**config.mk**
```make
export PLATFORM = sky130hd
export DESIGN_NAME = ex_mdu
export DESIGN_NICKNAME = d
export VERILOG_FILES = /design/src/rtl/mdu_pkg.sv /design/src/rtl/mdu_divider.sv /design/src/rtl/ex_mdu.sv
export SDC_FILE = /design/constraint.sdc
export NUM_CORES = 2
export LEC_CHECK = 0
export CORE_MARGIN = 1.5
export CORE_UTILIZATION = 60
export CTS_CLUSTER_SIZE = 14
export DETAILED_ROUTE_END_ITERATION = 8
export GPL_ROUTABILITY_DRIVEN = 0
export PLACE_DENSITY = 0.77
export REMOVE_ABC_BUFFERS = 1
export SETUP_SLACK_MARGIN = 0.02
export SLEW_MARGIN = 20
export SYNTH_ARGS = -nofsm -noshare
export SYNTH_HDL_FRONTEND = slang
export SYNTH_HIERARCHICAL = 1
export SYNTH_SLANG_ARGS = --single-unit
```
**constraint.sdc**
```tcl
create_clock -name clk_in -period 28.9 [get_ports clk_in]
set_clock_uncertainty 0.05 [all_clocks]
set_input_delay 2.89 -clock clk_in [delete_from_list [all_inputs] [get_ports clk_in]]
set_output_delay 2.89 -clock clk_in [all_outputs]
set_load 0.01 [all_outputs]
```
**src/rtl/mdu_pkg.sv**
```systemverilog
// RV32M multiply/divide unit shared definitions.
// funct3 opcode constants and divider FSM state type.
package mdu_pkg;

  localparam logic [2:0] MDU_MUL    = 3'd0;
  localparam logic [2:0] MDU_MULH   = 3'd1;
  localparam logic [2:0] MDU_MULHSU = 3'd2;
  localparam logic [2:0] MDU_MULHU  = 3'd3;
  localparam logic [2:0] MDU_DIV    = 3'd4;
  localparam logic [2:0] MDU_DIVU   = 3'd5;
  localparam logic [2:0] MDU_REM    = 3'd6;
  localparam logic [2:0] MDU_REMU   = 3'd7;

  typedef enum logic [1:0] {
    IDLE,
    CALC,
    DONE
  } div_state_t;

endpackage

```
**src/rtl/mdu_divider.sv**
```systemverilog
// Iterative restoring divider, one quotient bit per cycle.
// Ports: clk/rst_n/en/flush, start+op/a/b/pos in, state/done/res/rob_pos out, ack in.
module mdu_divider
  import mdu_pkg::*;
#(
  parameter int XLEN      = 32,
  parameter int ROB_IDX_W = 4
) (
  input  logic                 clk,
  input  logic                 rst_n,
  input  logic                 en,
  input  logic                 flush,
  input  logic                 start,
  input  logic [1:0]           op,
  input  logic [XLEN-1:0]      a,
  input  logic [XLEN-1:0]      b,
  input  logic [ROB_IDX_W-1:0] pos,
  input  logic                 ack,
  output div_state_t           state,
  output logic                 done,
  output logic [XLEN-1:0]      res,
  output logic [ROB_IDX_W-1:0] rob_pos
);

  localparam int CW = $clog2(XLEN);
  localparam logic [XLEN-1:0] MIN_NEG = {1'b1, {(XLEN-1){1'b0}}};

  div_state_t state_d;

  logic [XLEN-1:0] q, r, d;
  logic [CW-1:0]   cnt;
  logic            neg_q, neg_r, rem_sel;
  logic            sgn, a_neg, b_neg, ovf, b_zero;
  logic [XLEN-1:0] a_mag, b_mag;
  logic [XLEN:0]   rem_sh, diff;

  assign sgn    = ~op[0];
  assign a_neg  = sgn & a[XLEN-1];
  assign b_neg  = sgn & b[XLEN-1];
  assign a_mag  = a_neg ? -a : a;
  assign b_mag  = b_neg ? -b : b;
  assign b_zero = (b == '0);
  assign ovf    = sgn && (a == MIN_NEG) && (&b);

  // MSB of diff is the borrow: set means the trial subtract failed.
  assign rem_sh = {r, q[XLEN-1]};
  assign diff   = rem_sh - {1'b0, d};

  always_comb begin
    state_d = state;
    if (flush) begin
      state_d = IDLE;
    end else if (en) begin
      unique case (state)
        IDLE: if (start) state_d = (b_zero || ovf) ? DONE : CALC;
        CALC: if (cnt == CW'(XLEN-1)) state_d = DONE;
        DONE: if (ack) state_d = IDLE;
        default: state_d = IDLE;
      endcase
    end
  end

  always_ff @(posedge clk) begin
    if (!rst_n) state <= IDLE;
    else        state <= state_d;
  end

  always_ff @(posedge clk) begin
    if (!rst_n) begin
      cnt     <= '0;
      q       <= '0;
      r       <= '0;
      d       <= '0;
      neg_q   <= 1'b0;
      neg_r   <= 1'b0;
      rem_sel <= 1'b0;
      rob_pos <= '0;
    end else if (!flush && en) begin
      if (state == IDLE && start) begin
        cnt     <= '0;
        rem_sel <= op[1];
        rob_pos <= pos;
        d       <= b_mag;
        if (b_zero) begin
          q     <= '1;
          r     <= a;
          neg_q <= 1'b0;
          neg_r <= 1'b0;
        end else if (ovf) begin
          q     <= a;
          r     <= '0;
          neg_q <= 1'b0;
          neg_r <= 1'b0;
        end else begin
          q     <= a_mag;
          r     <= '0;
          neg_q <= a_neg ^ b_neg;
          neg_r <= a_neg;
        end
      end else if (state == CALC) begin
        cnt <= cnt + 1'b1;
        if (!diff[XLEN]) begin
          r <= diff[XLEN-1:0];
          q <= {q[XLEN-2:0], 1'b1};
        end else begin
          r <= rem_sh[XLEN-1:0];
          q <= {q[XLEN-2:0], 1'b0};
        end
      end
    end
  end

  assign done = (state == DONE);
  assign res  = rem_sel ? (neg_r ? -r : r)
                        : (neg_q ? -q : q);

endmodule

```
**src/rtl/ex_mdu.sv**
```systemverilog
// RV32M execute unit: pipelined multiplier plus iterative divider on one result port.
// Ports: clk/rst/rdy/flush, RS issue handshake + operands, result broadcast, busy.
module ex_mdu
  import mdu_pkg::*;
#(
  parameter int XLEN       = 32,
  parameter int ROB_IDX_W  = 4,
  parameter int MUL_STAGES = 2
) (
  input  logic                 clk_in,
  input  logic                 rst_n_in,
  input  logic                 rdy_in,
  input  logic                 flush_in,
  input  logic                 issue_valid_in,
  output logic                 issue_ready_out,
  input  logic [2:0]           op_in,
  input  logic [XLEN-1:0]      rs1_in,
  input  logic [XLEN-1:0]      rs2_in,
  input  logic [ROB_IDX_W-1:0] rob_pos_in,
  output logic                 res_valid_out,
  output logic [XLEN-1:0]      res_out,
  output logic [ROB_IDX_W-1:0] rob_pos_out,
  output logic                 busy_out
);

  localparam int L = MUL_STAGES - 1;

  div_state_t div_state;
  logic            div_done, div_ack, div_start, mul_fire, accept;
  logic [XLEN-1:0] div_res;
  logic [ROB_IDX_W-1:0] div_pos;

  logic [MUL_STAGES-1:0] mv;
  logic [ROB_IDX_W-1:0]  mpos  [MUL_STAGES];
  logic [1:0]            mop   [MUL_STAGES];
  logic [2*XLEN-1:0]     mprod [MUL_STAGES];

  logic              a_sgn, b_sgn;
  logic [2*XLEN-1:0] a_ext, b_ext, prod;
  logic [XLEN-1:0]   mul_res;

  // A finished divide holds new muls off so it gets the port soon.
  assign issue_ready_out = rdy_in && !flush_in &&
    (op_in[2] ? (div_state == IDLE) : (div_state != DONE));

  assign accept    = issue_valid_in && issue_ready_out;
  assign mul_fire  = accept && !op_in[2];
  assign div_start = accept && op_in[2];

  // Low 2*XLEN bits of the extended product are exact for every sign mix.
  assign a_sgn = (op_in == MDU_MULH) || (op_in == MDU_MULHSU);
  assign b_sgn = (op_in == MDU_MULH);
  assign a_ext = {{XLEN{a_sgn & rs1_in[XLEN-1]}}, rs1_in};
  assign b_ext = {{XLEN{b_sgn & rs2_in[XLEN-1]}}, rs2_in};
  assign prod  = a_ext * b_ext;

  always_ff @(posedge clk_in) begin
    if (!rst_n_in) begin
      mv <= '0;
    end else if (flush_in) begin
      mv <= '0;
    end else if (rdy_in) begin
      mv[0] <= mul_fire;
      for (int i = 1; i < MUL_STAGES; i++) mv[i] <= mv[i-1];
    end
  end

  always_ff @(posedge clk_in) begin
    if (rdy_in && !flush_in) begin
      mpos[0]  <= rob_pos_in;
      mop[0]   <= op_in[1:0];
      mprod[0] <= prod;
      for (int i = 1; i < MUL_STAGES; i++) begin
        mpos[i]  <= mpos[i-1];
        mop[i]   <= mop[i-1];
        mprod[i] <= mprod[i-1];
      end
    end
  end

  assign mul_res = (mop[L] == 2'b00) ? mprod[L][XLEN-1:0]
                                     : mprod[L][2*XLEN-1:XLEN];

  assign div_ack = rdy_in && !flush_in && !mv[L];

  mdu_divider #(
    .XLEN      (XLEN),
    .ROB_IDX_W (ROB_IDX_W)
  ) u_div (
    .clk     (clk_in),
    .rst_n   (rst_n_in),
    .en      (rdy_in),
    .flush   (flush_in),
    .start   (div_start),
    .op      (op_in[1:0]),
    .a       (rs1_in),
    .b       (rs2_in),
    .pos     (rob_pos_in),
    .ack     (div_ack),
    .state   (div_state),
    .done    (div_done),
    .res     (div_res),
    .rob_pos (div_pos)
  );

  always_comb begin
    res_valid_out = rdy_in && !flush_in && (mv[L] || div_done);
    res_out       = '0;
    rob_pos_out   = '0;
    if (mv[L]) begin
      res_out     = mul_res;
      rob_pos_out = mpos[L];
    end else if (div_done) begin
      res_out     = div_res;
      rob_pos_out = div_pos;
    end
  end

  assign busy_out = (|mv) || (div_state != IDLE);

endmodule
```
==> flow_summary.yaml <==
global_routing:
  grt_usage_pct: 34.0
  grt_remaining_overflow: 0
  grt_pass1_vias: 43124
  grt_pass1_wl_um: 237000
  antenna_found_initial: 4
  grt_max_degree: 93
sta:
  hold_viol_final: 0
  clock.fmax_ghz: 0.0817
  max_slew_margin_pct: 21.2
  fin_tns_setup_ns: 0
  setup_viol: 0
  period_needed_ns: 12.24
  worstMarginPinSlew_ns: 1.18
  grt_setup_unrepaired: "no"
  fin_crit_sh_pct: 42.3
  drv_slew: 0
synthesis:
  synth_area_leaders: "fa_1, inv_1, edfxtp_1"
  syn_inst: 5807
  synth_edf_count: 140
  yosysWarningCount: 6
  synth_seq_cells: 252
  synth.most_common_cell: "inv_1"
  yosysTopAreaCellShare_pct: 42.7
  synth_cell_types: 92
  synth_area_per_cell_um2: 9.08
  synth-main-ff-cell: "edfxtp_1"
  yosys.area.top_type: "fa_1"
  ys_async_sr_fraction_pct: 0
  synth.top_cells.by_count: "inv_1, fa_1, nand2_1"
  ys_seq_area_share_pct: 12.2
  netlist_area_um2: 52800
cells_and_area:
  fill_cells: 6993
  final_nets: 7165
  drive_gt1_share_pct: 4.69
  area_growth_pct: 5.00
worst_setup_path:
  crit_path_end_kind: "flop"
  critical_path_class: "in -> reg"
  setup.worst_path.start_class: "input port"
  cp.required_ns: 29.24
  slowest_delay_ns: 0.83
  critPathSlowestCell: "fa_1"
  cp_common_cell: "fa_1"
  cp.arrival_ns: 12.57
  critPathMaxFanout: 31
die:
  rows: 108
  chipHeight_um: 300
  num_io_pins: 115
  initial_core_util_pct: 60.7
  fp.dieW_um: 300
  core_area_um2: 86900
  dieArea_um2: 89700
clock_network:
  clock_latency_ns: 0.57
  cts_sinks: 252
  numCtsBuffers: 26
  post_cts_buffers: 0
  clkTransAtPathRegs_ns: 0.06
  holdBufCountCts: 0
  cts_tree: "yes"
  cts_root_buffer: "clkbuf_16"
  htreeDepth: 1
  clockBufferDepth: 3
  postCtsResizedCells: 0
run_status:
  outcome: "completed"
detailed_routing:
  avgViaCountPerCell: 5.91
  drt_iter0_markers: 3402
  vias: 40697
  first_pass_iters: 8
  drc: 0
  final_antenna_net_count: 0
  drt-total-wl_um: 148000
  avgRoutedWirePerCell_um: 21.5
flow_run:
  maxCapViolCount: 0
place:
  dp_hpwl_um: 109000
  port_buffers: 114
min_path:
  hold_class: "reg -> reg"
==> metrics by stage <==
step	util, %	worst slack [ns]	cell area, µm²	hold WS, ns	instances
6_report	63.7	16.66	55400	0.364	6888
3_3_place_gp	62.7	16.31	54500	0.351	6839
2_1_floorplan	-	16.50	51500	0.350	5491
5_1_grt	63.7	16.04	55400	0.367	6887
4_1_cts	63.7	16.76	55400	0.364	6887
3_5_place_dp	62.7	16.20	54500	0.355	6839
==> registers in the layout, indices dropped and copies added, names as in the netlist <==
register,count
mpos,8
mv,2
u_div/cnt,5
u_div/rem_sel,1
u_div/neg_r,1
u_div/state,2
u_div/r,32
u_div/d,32
mprod,128
mop,4
u_div/q,32
u_div/neg_q,1
u_div/rob_pos,4
==> logic make-up after synthesis <==
| group | Yosys count | share of synthesized area [%] |
|---|---|---|
| AND/OR/NAND/NOR | 1685 | 14.7 |
| adder cells (fa/ha/maj) | 1377 | 48.7 |
| buffers and inverters | 1548 | 11.1 |
| multiplexers | 61 | 1.27 |
| flip-flops | 252 | 12.2 |
| XOR/XNOR | 219 | 3.64 |
| AO/OA/AOI/OAI | 665 | 8.37 |
==> final cells by class <==
class | instances | area, µm² | area share, %
timing repair buffer | 193 | 1490 | 2.70
tap | 1155 | 1450 | 2.61
sequential | 252 | 6450 | 11.6
inverter | 1232 | 4630 | 8.36
clock buffer | 34 | 721 | 1.30
antenna | 1 | 2.50 | 0.00452
clock inverter | 14 | 179 | 0.323
multi-input combinational | 4007 | 40500 | 73.1
==> cell usage in the layout (no fill, tap or decap), types with 10 or more instances in the layout <==
cell type | netlist | routed
fa_1 | 1126 | 1126
buf_4 | 1 | 79
ha_1 | 251 | 251
nor3_1 | 29 | 29
a31oi_1 | 26 | 26
a21oi_1 | 191 | 191
nor2b_1 | 27 | 26
clkdlybuf4s50_1 | 0 | 66
o41ai_1 | 15 | 15
mux2_2 | 46 | 46
o31ai_1 | 35 | 35
a221oi_1 | 25 | 25
nor2_1 | 214 | 211
and3_1 | 16 | 15
inv_1 | 1231 | 1230
nand2_1 | 907 | 907
o21bai_1 | 16 | 16
nand2b_1 | 14 | 14
buf_2 | 6 | 47
nor4_1 | 19 | 18
a22o_1 | 36 | 36
clkbuf_16 | 0 | 26
o21ai_1 | 16 | 16
o21ai_0 | 106 | 106
or2_2 | 12 | 12
o21a_1 | 10 | 10
mux2i_1 | 12 | 12
nand3_1 | 38 | 38
dfxtp_1 | 112 | 111
o211ai_1 | 10 | 10
edfxtp_1 | 140 | 140
and2_1 | 325 | 325
or4_1 | 13 | 13
nand4_1 | 24 | 24
xnor2_1 | 124 | 123
or3_1 | 16 | 15
a211oi_1 | 52 | 52
xor2_1 | 95 | 95
a21o_1 | 64 | 64
==> metal layers <==
layer / GRT usage, % / share of wire (%) / vias up
met1: 43.4 / 37 / 20505
met2: 56.2 / 47 / 2211
met5: 0 / 0.023 / -
met4: 15.3 / 5.3 / 6
li1: - / - / 17475
met3: 6.96 / 10 / 500
==> worst max-delay path, delay by kind of cell <==
kind                     cells  cell delay [ns]
AO/OA/AOI/OAI                3             0.93
AND/OR/NAND/NOR              7             1.50
buffers and inverters        9             1.90
XOR/XNOR                     1             0.34
adder cells (fa/ha/maj)      9             4.99
==> worst paths after layout <==
check | startpoint | endpoint | slack [ns] | cells after the start
worst max register to register | u_div/q[31]$_SDFFE_PN0P_ | u_div/r[4]$_SDFFE_PN0P_ | 23.99 | 14
worst min-delay path | mprod[0][25]$_DFFE_PP_ | mprod[0][89]$_DFFE_PP_ | 0.36 | 0
worst min register to register | mprod[0][25]$_DFFE_PP_ | mprod[0][89]$_DFFE_PP_ | 0.36 | 0
worst max-delay path | op_in[1] | mprod[0][63]$_DFFE_PP_ | 16.66 | 29
Power is not shown: default switching activity piles up to over one toggle a cycle in this logic, so the estimate is an artifact.
